--- src/rtl/chiptune_pkg.sv ---
// Shared types and constants for the APU register link.
package chiptune_pkg;
    localparam int          APU_ADDR_W       = 3;
    localparam int          CLKS_PER_BIT_DEF = 16;
    localparam logic [4:0]  SYNC_MARK        = 5'b10100;

    typedef enum logic [2:0] {
        ST_IDLE,
        ST_WAIT,
        ST_START,
        ST_DATA,
        ST_STOP
    } tx_state_t;
endpackage

--- src/rtl/apu_serial_tx_baud_gen.sv ---
// Free-running bit timer: generates sck and a one-cycle pulse ahead of each bit boundary.
// Latency: boundary is high in the last cycle of a bit; the boundary itself is the following edge.
// Backpressure: none, runs continuously and never restarts.
module baud_gen #(
    parameter int CLKS_PER_BIT = 16
) (
    input  logic clk,
    input  logic rst,
    output logic sck,
    output logic boundary
);
    localparam int              CW   = $clog2(CLKS_PER_BIT);
    localparam logic [CW-1:0]   LAST = CW'(CLKS_PER_BIT - 1);
    localparam logic [CW-1:0]   HALF = CW'(CLKS_PER_BIT / 2);

    logic [CW-1:0] cnt;

    always_ff @(posedge clk or posedge rst) begin
        if (rst) begin
            cnt <= '0;
        end else if (cnt == LAST) begin
            cnt <= '0;
        end else begin
            cnt <= cnt + 1'b1;
        end
    end

    // sck falls exactly where cnt wraps, so sdo updates land on sck falling edges
    assign sck      = (cnt >= HALF);
    assign boundary = (cnt == LAST);
endmodule

--- src/rtl/apu_serial_tx.sv ---
// APU register-write serializer: two back-to-back UART-style frames ({SYNC,addr}, data) on sck/sdo.
// Latency: start bit begins on the first bit boundary strictly after the accept edge (1..CLKS_PER_BIT clks).
// Backpressure: wr_ready low while a write is in flight; ready again on the final stop-bit boundary edge.
module apu_serial_tx
    import chiptune_pkg::*;
#(
    parameter int         CLKS_PER_BIT = CLKS_PER_BIT_DEF,
    parameter logic [4:0] SYNC         = SYNC_MARK
) (
    input  logic                  clk,
    input  logic                  rst,
    input  logic                  wr_valid,
    input  logic [APU_ADDR_W-1:0] wr_addr,
    input  logic [7:0]            wr_data,
    output logic                  wr_ready,
    output logic                  sck,
    output logic                  sdo,
    output logic                  busy
);
    tx_state_t  state, state_nxt;
    logic       boundary;
    logic       accept;
    logic [7:0] shreg;
    logic [7:0] data_hold;
    logic [2:0] bit_idx;
    logic       byte_sel;

    baud_gen #(.CLKS_PER_BIT(CLKS_PER_BIT)) u_baud (
        .clk      (clk),
        .rst      (rst),
        .sck      (sck),
        .boundary (boundary)
    );

    assign accept = wr_valid && wr_ready;
    assign busy   = (state != ST_IDLE);

    always_ff @(posedge clk or posedge rst) begin
        if (rst) begin
            state <= ST_IDLE;
        end else begin
            state <= state_nxt;
        end
    end

    // sdo is decoded from state, so it can only move when state moves on a boundary
    always_comb begin
        state_nxt = state;
        wr_ready  = 1'b0;
        sdo       = 1'b1;
        case (state)
            ST_IDLE: begin
                wr_ready = 1'b1;
                if (wr_valid) state_nxt = ST_WAIT;
            end
            ST_WAIT: begin
                if (boundary) state_nxt = ST_START;
            end
            ST_START: begin
                sdo = 1'b0;
                if (boundary) state_nxt = ST_DATA;
            end
            ST_DATA: begin
                sdo = shreg[0];
                if (boundary && bit_idx == 3'd7) state_nxt = ST_STOP;
            end
            ST_STOP: begin
                if (boundary) begin
                    if (!byte_sel) begin
                        state_nxt = ST_START;
                    end else begin
                        // closing edge of the write doubles as an accept slot for the next one
                        wr_ready  = 1'b1;
                        state_nxt = wr_valid ? ST_WAIT : ST_IDLE;
                    end
                end
            end
            default: state_nxt = ST_IDLE;
        endcase
    end

    always_ff @(posedge clk or posedge rst) begin
        if (rst) begin
            shreg     <= '0;
            data_hold <= '0;
            bit_idx   <= '0;
            byte_sel  <= 1'b0;
        end else if (accept) begin
            shreg     <= {SYNC, wr_addr};
            data_hold <= wr_data;
            bit_idx   <= '0;
            byte_sel  <= 1'b0;
        end else if (boundary) begin
            case (state)
                ST_START: bit_idx <= '0;
                ST_DATA: begin
                    shreg   <= {1'b0, shreg[7:1]};
                    bit_idx <= bit_idx + 3'd1;
                end
                ST_STOP: begin
                    if (!byte_sel) begin
                        shreg    <= data_hold;
                        byte_sel <= 1'b1;
                    end
                end
                default: ;
            endcase
        end
    end
endmodule

--- config.mk ---
export PLATFORM = sky130hd
export DESIGN_NAME = apu_serial_tx
export DESIGN_NICKNAME = d
export VERILOG_FILES = /design/src/rtl/chiptune_pkg.sv /design/src/rtl/apu_serial_tx_baud_gen.sv /design/src/rtl/apu_serial_tx.sv
export SDC_FILE = /design/constraint.sdc
export NUM_CORES = 1
export LEC_CHECK = 0
export ABC_CLOCK_PERIOD_IN_PS = 2400
export BUFFER_PORTS_ARGS = -buffer_cell sky130_fd_sc_hd__buf_4
export CELL_PAD_IN_SITES_DETAIL_PLACEMENT = 2
export CELL_PAD_IN_SITES_GLOBAL_PLACEMENT = 2
export CORE_AREA = 5 5 69 71
export CTS_CLUSTER_SIZE = 14
export DETAILED_ROUTE_END_ITERATION = 16
export DIE_AREA = 0 0 74 76
export PLACE_DENSITY_LB_ADDON = 0.1
export SYNTH_ARGS = -nofsm -noshare
export SYNTH_HDL_FRONTEND = slang
export SYNTH_SLANG_ARGS = --single-unit
--- constraint.sdc ---
create_clock -name clk -period 2.4 [get_ports clk]
set_input_delay 0.24 -clock clk [delete_from_list [all_inputs] [get_ports clk]]
set_output_delay 0.24 -clock clk [all_outputs]
set_load 0.02 [all_outputs]
==> results of run 1 <==
per-layer routing:
layer | vias to the layer above | global-route usage [%] | share of wire [%]
li1 | 483 | - | -
met1 | 532 | 15.71 | 44
met2 | 9 | 22.34 | 53
met3 | 2 | 1.583 | 2.0
met4 | 0 | 3.261 | 0.47
met5 | - | 0 | 0
cell usage in the layout (no fill, tap or decap), types with 2 or more instances in the layout:
master and count:
nand3_1 2, mux2i_1 3, ha_1 4, inv_1 7, a21oi_1 7, a211oi_1 2
clkbuf_8 3, o21ai_0 2, o211ai_1 2, o2bb2ai_1 3, mux2_2 13, dfrtp_1 27
nand2_1 12, nor2_1 4, nand4_1 3, or2b_1 2, buf_4 24, mux2_4 3
cells in the mapped netlist (2+ instances only):
library cell and instances:
o2bb2ai_1 3, a21oi_1 7, nor2_1 4, buf_4 2, nand3_1 2, buf_6 4
mux2_2 13, dfrtp_1 27, nand4_1 3, o211ai_1 2, mux2_4 3, inv_1 7
mux2i_1 3, nand2_1 12, clkbuf_1 2, ha_1 4, o21ai_0 2, or2b_1 2
a211oi_1 2
through the flow:
step | setup WS, ns | total power, W
3_3_place_gp | 0.3974 | 0.0005200
4_1_cts | 0.3453 | 0.0007861
5_1_grt | 0.2666 | 0.0008119
6_report | 0.3827 | 0.0007678
3_5_place_dp | 0.3507 | 0.0005210
2_1_floorplan | 0.5381 | 0.0004950
area by class of cell:
class | count | area (um^2) | area share (%)
clock buffer | 4 | 45.04 | 2.707
multi-input combinational | 83 | 661.9 | 39.77
tap | 52 | 65.06 | 3.910
sequential | 27 | 675.6 | 40.60
timing repair buffer | 25 | 190.2 | 11.43
inverter | 7 | 26.28 | 1.579
power by group through the flow:
stage          combinational, W  sequential, W  clock [W]
3_5_place_dp          0.0000421       0.000479          0
4_1_cts               0.0000434       0.000470   0.000273
3_3_place_gp          0.0000414       0.000479          0
6_report              0.0000416       0.000469   0.000257
2_1_floorplan         0.0000183       0.000477          0
5_1_grt               0.0000476       0.000471   0.000293
sequential cells by signal, indices dropped and copies added, names as in the netlist:
name        count
shreg           8
u_baud.cnt      4
data_hold       8
state           3
bit_idx         3
byte_sel        1
cells by family after synthesis:
logic type	Yosys count	synth area share, %
simple gates	34	13.90
flops	27	47.20
mux	20	16.26
fa+ha+maj	4	3.497
xor+xnor	1	0.6120
buf+inv	15	6.556
compound gates	24	11.98
worst max-delay path, stage by stage (launching register included):
cell and delay [ns]:
dfrtp_1 0.41, ha_1 0.27, nand4_1 0.21, a21oi_4 0.37
mux2_2 0.38, mux2_4 0.26
how the worst max path moves through the flow:
stage / slack, ns / from / endpoint
final: 0.38 / u_baud.cnt[0] / shreg[2]
after global routing: 0.27 / u_baud.cnt[0] / shreg[4]
after CTS: 0.35 / u_baud.cnt[0] / shreg[2]
after detailed placement: 0.35 / u_baud.cnt[0] / shreg[2]
after global placement: 0.40 / u_baud.cnt[0] / shreg[0]
after floorplan: 0.54 / state[0] / shreg[1]
==> summary.txt, run 1 <==
Run status
  • Status: completed

Critical path
  • Worst Reg2Reg Path Length in Cells: 5
  • R2r setup slk: 0.38 ns
  • Terminus of the critical flop-to-flop path: shreg[2]
  • Crit path DAT: roughly 2.2 ns
  • CP endpoint kind: flop
  • Reg2reg start: u_baud.cnt[0]
  • Crit path kind: reg -> reg
  • CP max FO: 10
  • Worst Path Required: 2.56 ns
  • Startpoint Class: flop

Route
  • Iteration count of the initial detailed-routing pass: 4
  • Iteration-0 DRC Markers: 30
  • DR vias: 1026
  • Post-route ant nets: 0
  • Total Wirelength: 3.173 mm
  • DR vias/cell: between 5 and 6
  • Detailed-route DRC error count: 0
  • Avg WL per Cell: 16.03 um

Place
  • Placed cell area: 0.001609 mm^2
  • RePlAce Congestion: ~0.75
  • DP Wirelength: about 2.5 mm
  • Inst Count DP: 193
  • Port Buffer Count: 17

Hold path
  • Min-delay worst type: in -> reg
  • Min-delay src: wr_data[2]
  • Hold Path End: data_hold[2]
  • Worst hold path stage count: 2

STA
  • Normalized max-slew margin: 69.78%
  • Min cycle time layout: roughly 2.0 ns
  • Worst Skew: 0.005643 ns
  • Final hold slack: 0.1968 ns
  • Endpoints failing setup: 0
  • Worst slew pin tran: 0.4528 ns
  • Fin crit share: between 80 and 90%
  • Pins Over Slew Limit: 0
  • Fin. Hold Viols: 0
  • Fmax: 495.7 MHz
  • RSZ-0062 raised after global routing: false
  • Setup TNS: 0 ns

Synthesis
  • Synthesized area: roughly 0.0014 mm^2
  • FFs w/ async S/R, synth: 100.0%
  • Syn Area/Cell: 11.45 um^2
  • Gate Count Post-Synth: ~130
  • Synth top area share: 47.20%
  • Yosys reg bits: 27
  • Post-synth top area cell: dfrtp_1
  • Top_reg_cell synth: dfrtp_1
  • Mapped Nets: 143
  • Top post-synthesis cells by area: dfrtp_1 (47%), mux2_2 (10%), ha_1 (3.5%)
  • Post-synth EDFFs: 0
  • Number of distinct library cells after synthesis: 40
  • Ys Warns: 0
  • Seq/Total Area, Yosys: a little under half

Pwr
  • Switching Power: 0.0001607 W
  • Pint: ~0.00061 W
  • Reg power frac: approximately 61%
  • Switching share of power: 20.94%
  • Pwr dens: roughly 460 mW/mm^2
  • Clock power share: between 30 and 40%
  • Max VDD drop: 0.0001895 V
  • Comb pwr share: 5.4%
  • Pleak: 0.7528 nW

Layout
  • # diodes: 0
  • Fill count: between 400 and 500
  • Fin cells: around 200
  • Final instance area: 0.001664 mm^2
  • Share of cells above drive strength 1: 32.19%
  • Area delta synth->final: 16.26%
  • Layout Utilization: 39.87%
  • Final net count: between 150 and 200

Clocking
  • TritonCTS Buffers: 3
  • H-tree Lvls: 1
  • Resized Gates After CTS: 0
  • Post-CTS setup buffer count: 0
  • Hold Buf Count CTS: 1
  • Clock Tree Root: clkbuf_8
  • Skew-Pair Late Insertion Delay: 0.27 ns
  • CTS tree: done
  • # clock sinks: 27
  • Clock transition at path regs: 0.09 ns
  • Clock Path Buffers: 2

Global route
  • Number of global-route vias before repair: 1225
  • Gr ovfl total: 0
  • Pin count of the biggest net entering global routing: 17
  • Aggregate global-route resource usage: 12.59%
  • First-pass GRT wire length: ~5.7 mm
  • Initial antenna violation count: 0

Floorplanning
  • Die W: between 70 and 80 um
  • Starting density of the core: 34.29%
  • Full die area: 0.005624 mm^2
  • Die Y: 76 um
  • Core box area: 0.004174 mm^2
  • Top Ports: 18
  • Row count: 24

Flow run
  • Max-cap viol count: 0
Power figures use the tool's default switching activity.
==> run 2, diff against run 1 <==
- ABC_CLOCK_PERIOD_IN_PS: 2400 -> 1900
- clock period: 2.4 -> 1.9 ns (I/O delays scaled with it)
==> run 2 against run 1 <==
Against the previous run: non-clock buffer count is 8 higher; first-iteration DRC count stayed put; cell count is 4.0% higher; worst setup slack worse by 0.36 ns; combinational power is 27% higher; design area is 5.5% higher; clock-buffer cell count stayed put; routed wire length is 10% higher; critical endpoint unchanged.
==> summary.txt, run 2 (synthesis results as in run 1) <==
Critical path
  • Crit path kind: reg -> reg (unchanged)
  • Worst Path Required: 2.07 ns (was 2.56 ns)
  • Startpoint Class: flop (unchanged)
  • CP max FO: 5 (was 10)
  • Crit path DAT: 2.05 ns (was 2.18 ns)
  • CP endpoint kind: flop (unchanged)

Pwr
  • Comb pwr share: 5.4% (about the same)
  • Reg power frac: 60.9% (was 61.2%)
  • Switching Power: 0.0002069 W (was 0.0001607 W)
  • Max VDD drop: 0.0002650 V (was 0.0001895 V)
  • Clock power share: 33.7% (was 33.4%)
  • Pleak: 0.8298 nW (was 0.7528 nW)
  • Tot Pwr: 0.0009744 W (was 0.0007678 W)
  • Pint: 0.0007675 W (was 0.0006070 W)
  • Switching share of power: 21.24% (was 20.94%)
  • Pwr dens: 555.1 mW/mm^2 (was 461.4 mW/mm^2)

Global route
  • Initial antenna violation count: 0 (unchanged)
  • First-pass GRT wire length: 6.099 mm (was 5.733 mm)
  • Aggregate global-route resource usage: 13.69% (was 12.59%)
  • Number of global-route vias before repair: 1243 (was 1225)
  • Gr ovfl total: 0 (unchanged)
  • Pin count of the biggest net entering global routing: 28 (was 17)

Layout
  • Most frequent cells in the layout: buf_4 (30), dfrtp_1 (26), nand2_1 (12) (was dfrtp_1 (27), buf_4 (24), mux2_2 (13))
  • Share of cells above drive strength 1: 37.01% (was 32.19%)
  • Biggest regs: data_hold (8), shreg (8), u_baud.cnt (4) (unchanged)
  • Final net count: 173 (was 165)
  • # diodes: 0 (unchanged)
  • Commonest non-fill, non-tap cell in the layout: buf_4 (was dfrtp_1)
  • Final instance area: 0.001755 mm^2 (was 0.001664 mm^2)
  • Fill count: 440 (was 461)
  • Area delta synth->final: 22.64% (was 16.26%)

STA
  • Fmax: 531.7 MHz (was 495.7 MHz)
  • Fin crit share: 98.99% (was 84.05%)
  • Worst Skew: 0.002919 ns (was 0.005643 ns)
  • Min cycle time layout: 1.881 ns (was 2.017 ns)
  • Normalized max-slew margin: 76.84% (was 69.78%)
  • Fin. Hold Viols: 0 (unchanged)
  • Endpoints failing setup: 0 (unchanged)
  • RSZ-0062 raised after global routing: true (was false)
  • Worst slew pin tran: 0.3470 ns (was 0.4528 ns)
  • Pins Over Slew Limit: 0 (unchanged)

Floorplanning
  • Row count: 24 (unchanged)
  • Full die area: 0.005624 mm^2 (unchanged)
  • Top Ports: 18 (unchanged)
  • Starting density of the core: 34.29% (unchanged)
  • Die Y: 76 um (unchanged)
  • Core box area: 0.004174 mm^2 (unchanged)
  • Die W: 74 um (unchanged)

Route
  • Iteration count of the initial detailed-routing pass: 4 (unchanged)
  • Detailed-route DRC error count: 0 (unchanged)
  • Post-route ant nets: 0 (unchanged)
  • Iteration-0 DRC Markers: 30 (unchanged)
  • Avg WL per Cell: 16.94 um (was 16.03 um)
  • DR vias/cell: 5.058 (was 5.182)
  • DR vias: 1042 (was 1026)
  • Total Wirelength: 3.489 mm (was 3.173 mm)

Clocking
  • CTS tree: done (unchanged)
  • Clock Tree Root: clkbuf_8 (unchanged)
  • Skew-Pair Late Insertion Delay: 0.27 ns (about the same)
  • H-tree Lvls: 1 (unchanged)
  • # clock sinks: 27 (unchanged)
  • Clock transition at path regs: 0.09 ns (about the same)
  • Clock Path Buffers: 2 (unchanged)
  • TritonCTS Buffers: 3 (unchanged)

Flow run
  • Max-cap viol count: 0 (unchanged)

Place
  • Port Buffer Count: 17 (unchanged)
  • DP Wirelength: 2.711 mm (was 2.477 mm)
  • Placed cell area: 0.001662 mm^2 (was 0.001609 mm^2)
  • RePlAce Congestion: 0.8459 (was 0.7514)

Hold path
  • Min-delay worst type: in -> reg (unchanged)

Run status
  • Status: completed (unchanged)
==> run 2: changes by cell type in the layout (fill, tap and decap cells not counted), sizes merged <==
cell	delta
buf	+8
==> run 2: stage by stage <==
step                hold slack (ns)  TNS, ns  worst slack, ns  util, %  instances
global route                 0.1382  -0.1210         -0.04809    42.06        206
global placement             0.2860        0          0.02271    39.81        200
finish                       0.1425        0          0.01910    42.06        206
detailed placement           0.3023        0         0.004268    39.81        200
CTS                          0.1335        0         0.005017    41.16        205
floorplan                    0.2427        0          0.03808        -        125
==> run 2: area by class of cell <==
type                    instances  area (um^2)  area share, %
multi-input cells              83        684.4          38.99
flip-flops and latches         27        676.9          38.56
clock buffers                   4        45.04          2.566
repair buffers                 33        257.7          14.68
inverters                       7        26.28          1.497
well taps                      52        65.06          3.706
==> run 2: what timing repair did <==
item	CTS	global route
setup endpoints to repair	2	7
hold endpoints to repair	27	0
pin swaps	1	2
gates cloned	0	0
hold buffers	1	0
setup buffers	0	1
resized for setup	1	8
==> run 2: routing by layer <==
layer	share of wire (%)	global-route usage (%)
met4	1.4	4.348
met1	43	16.69
met3	2.5	2.375
met5	0	0
met2	53	23.85
==> run 2: power by group through the flow <==
stage / Sequential (W) / Combinational (W) / Clock (W)
after detailed placement: 0.000605 / 0.0000529 / 0
after floorplan: 0.000602 / 0.0000232 / 0
after global placement: 0.000604 / 0.0000521 / 0
final: 0.000593 / 0.0000529 / 0.000328
after CTS: 0.000594 / 0.0000545 / 0.000348
after global routing: 0.000595 / 0.0000602 / 0.000365
==> run 2: final timing paths <==
check	slack [ns]	to	start	cells after the start
min in group asynchronous	0.54	shreg[6]	rst	4
max reg2reg	0.02	shreg[2]	state[0]	5
min	0.14	data_hold[4]	wr_data[4]	2
min reg2reg	0.49	shreg[6]	shreg[6]	1
max in group asynchronous	1.08	state[1]	rst	4
max	0.02	shreg[2]	state[0]	5
==> run 2: critical path: stages (launching register included) <==
cell,delay (ns)
dfrtp_1,0.42
buf_6,0.14
nor3b_4,0.34
mux2_4,0.34
mux2_4,0.27
mux2_4,0.27
==> run 3, diff against run 2 <==
- BUFFER_PORTS_ARGS: -buffer_cell sky130_fd_sc_hd__buf_4 -> -buffer_cell sky130_fd_sc_hd__buf_2
==> run 3 against run 2 <==
Against the previous run: critical path depth is 1 lower; global-route usage is 0.30 points higher; worst setup slack better by 0.021 ns; register-to-register slack better by 0.02 ns; via count is 0.77% higher; die area stayed put; power is 2.5% higher; clock skew is 0.0049 ns higher; utilization is 0.87 points lower; highest routed layer unchanged; sequential power hardly changed; largest power group unchanged.
==> summary.txt, run 3 (synthesis results as in run 1) <==
Layout
  • Biggest regs: data_hold (8), shreg (8), u_baud.cnt (4) (unchanged)
  • Most frequent cells in the layout: dfrtp_1 (25), buf_4 (19), buf_2 (17) (was buf_4 (30), dfrtp_1 (26), nand2_1 (12))
  • Multi-input logic area: 661.9 um^2 (was 684.4 um^2)
  • Register area: 678.2 um^2 (was 676.9 um^2)
  • Fill count: 447 (was 440)
  • Final net count: 177 (was 173)
  • Share of cells above drive strength 1: 39.24% (was 37.01%)
  • Commonest non-fill, non-tap cell in the layout: dfrtp_1 (was buf_4)
  • Area delta synth->final: 20.10% (was 22.64%)
  • # diodes: 0 (unchanged)
  • Final instance area: 0.001719 mm^2 (was 0.001755 mm^2)

Floorplanning
  • Core box area: 0.004174 mm^2 (unchanged)
  • Die W: 74 um (unchanged)
  • Starting density of the core: 34.29% (unchanged)
  • Full die area: 0.005624 mm^2 (unchanged)
  • Top Ports: 18 (unchanged)
  • Row count: 24 (unchanged)
  • Die Y: 76 um (unchanged)

Pwr
  • Pleak: 0.8006 nW (was 0.8298 nW)
  • Pwr dens: 581.0 mW/mm^2 (was 555.1 mW/mm^2)
  • Reg power frac: 59.3% (was 60.9%)
  • Clock power share: 35.9% (was 33.7%)
  • Switching share of power: 23.44% (was 21.24%)
  • Tot Pwr: 0.0009988 W (was 0.0009744 W)
  • Max VDD drop: 0.0003474 V (was 0.0002650 V)
  • Switching Power: 0.0002341 W (was 0.0002069 W)
  • Comb pwr share: 4.8% (was 5.4%)
  • Pint: 0.0007647 W (was 0.0007675 W)

Route
  • DR vias/cell: 5.000 (was 5.058)
  • Post-route ant nets: 0 (unchanged)
  • Detailed-route DRC error count: 0 (unchanged)
  • DR vias: 1050 (was 1042)
  • Total Wirelength: 3.328 mm (was 3.489 mm)
  • Iteration-0 DRC Markers: 32 (was 30)
  • Avg WL per Cell: 15.85 um (was 16.94 um)
  • Iteration count of the initial detailed-routing pass: 3 (was 4)

Clocking
  • CTS tree: done (unchanged)
  • # clock sinks: 27 (unchanged)
  • Clock Path Buffers: 2 (unchanged)
  • H-tree Lvls: 1 (unchanged)
  • TritonCTS Buffers: 3 (unchanged)
  • Skew-Pair Late Insertion Delay: 0.28 ns (was 0.27 ns)
  • Clock Tree Root: clkbuf_8 (unchanged)
  • Clock transition at path regs: 0.11 ns (was 0.09 ns)

STA
  • Fin. Hold Viols: 0 (unchanged)
  • Fmax: 537.7 MHz (was 531.7 MHz)
  • Worst Skew: 0.007810 ns (was 0.002919 ns)
  • Final WS setup: 0.04026 ns (was 0.01910 ns)
  • RSZ-0062 raised after global routing: true (unchanged)
  • Pins Over Slew Limit: 0 (unchanged)
  • Min cycle time layout: 1.860 ns (was 1.881 ns)
  • Normalized max-slew margin: 76.24% (was 76.84%)
  • Fin crit share: 97.88% (was 98.99%)
  • Final hold slack: 0.1271 ns (was 0.1425 ns)
  • Worst slew pin tran: 0.3564 ns (was 0.3470 ns)
  • Endpoints failing setup: 0 (unchanged)

Place
  • DP Wirelength: 2.604 mm (was 2.711 mm)
  • Placement Setup Slack: 0.01394 ns (was 0.004268 ns)
  • RePlAce Congestion: 0.8277 (was 0.8459)
  • Port Buffer Count: 17 (unchanged)
  • Placed cell area: 0.001649 mm^2 (was 0.001662 mm^2)

Critical path
  • CP max FO: 7 (was 5)
  • Crit path DAT: 2.03 ns (was 2.05 ns)
  • Reg2reg start: state[0] (unchanged)
  • Worst Reg2Reg Path Length in Cells: 4 (was 5)
  • Worst Path Required: 2.07 ns (about the same)
  • Startpoint Class: flop (unchanged)
  • Crit path kind: reg -> reg (unchanged)
  • CP endpoint kind: flop (unchanged)
  • Terminus of the critical flop-to-flop path: shreg[0] (was shreg[2])
  • Setup crit end: shreg[0] (was shreg[2])
  • Setup crit start: state[0] (unchanged)
  • R2r setup slk: 0.04 ns (was 0.02 ns)

Global route
  • Number of global-route vias before repair: 1262 (was 1243)
  • Pin count of the biggest net entering global routing: 28 (unchanged)
  • Aggregate global-route resource usage: 13.99% (was 13.69%)
  • Initial antenna violation count: 0 (unchanged)
  • Gr ovfl total: 0 (unchanged)
  • First-pass GRT wire length: 6.210 mm (was 6.099 mm)

Hold path
  • Worst hold path stage count: 2 (unchanged)
  • Min-delay worst type: in -> reg (unchanged)

Flow run
  • Max-cap viol count: 0 (unchanged)

Run status
  • Status: completed (unchanged)
[run 3: routing by layer]
layer | part of all wire, % | up-vias | routed length (um) | track usage (%)
met2 | 52 | 11 | 1725 | 24.29
met4 | 0.78 | 0 | 26 | 2.717
met1 | 46 | 529 | 1516 | 17.70
met3 | 1.8 | 4 | 60 | 2.770
met5 | 0 | - | 0 | 0
li1 | - | 506 | - | -
[run 3: area by class of cell]
| cell class | count | area share, % |
|---|---|---|
| clock buffers | 3 | 2.402 |
| clock inverters | 1 | 0.5095 |
| inverters | 7 | 1.528 |
| multi-input cells | 83 | 38.50 |
| flip-flops and latches | 27 | 39.45 |
| well taps | 52 | 3.785 |
| repair buffers | 37 | 13.83 |
[run 3: worst max-delay path, cell delays in order (launching register included)]
cell and delay [ns]:
dfrtp_2 0.46, or3b_4 0.44, a21oi_4 0.22, mux2_2 0.36, mux2_4 0.27
[run 3: metrics by stage]
stage               util (%)  instances  TNS (ns)
global placement       39.51        204         0
floorplan                  -        125         0
finish                 41.19        210         0
global route           41.19        210   -0.1296
detailed placement     39.51        204         0
CTS                    41.13        210         0
[run 3: how the worst min path moves through the flow]
stage / from / slack, ns / end
after floorplan: rst / 0.24 / bit_idx[0]
after global placement: rst / 0.28 / data_hold[6]
after detailed placement: rst / 0.28 / shreg[6]
after CTS: wr_data[7] / 0.12 / data_hold[7]
after global routing: wr_data[7] / 0.11 / data_hold[7]
final: wr_data[7] / 0.13 / data_hold[7]
[run 3: what timing repair did]
action,in CTS,in global routing
hold buffers,1,0
endpoints found under the hold margin,27,0
pin swaps,0,1
resized for setup,0,2
endpoints found under the setup margin,1,7
buffers inserted,1,0
[run 3: power groups by stage]
stage | logic [W] | clock network, W | registers (W)
after floorplan | 0.0000232 | 0 | 0.000602
after global placement | 0.0000461 | 0 | 0.000603
after detailed placement | 0.0000479 | 0 | 0.000604
after CTS | 0.0000496 | 0.000378 | 0.000593
after global routing | 0.0000547 | 0.000405 | 0.000594
final | 0.0000476 | 0.000359 | 0.000592
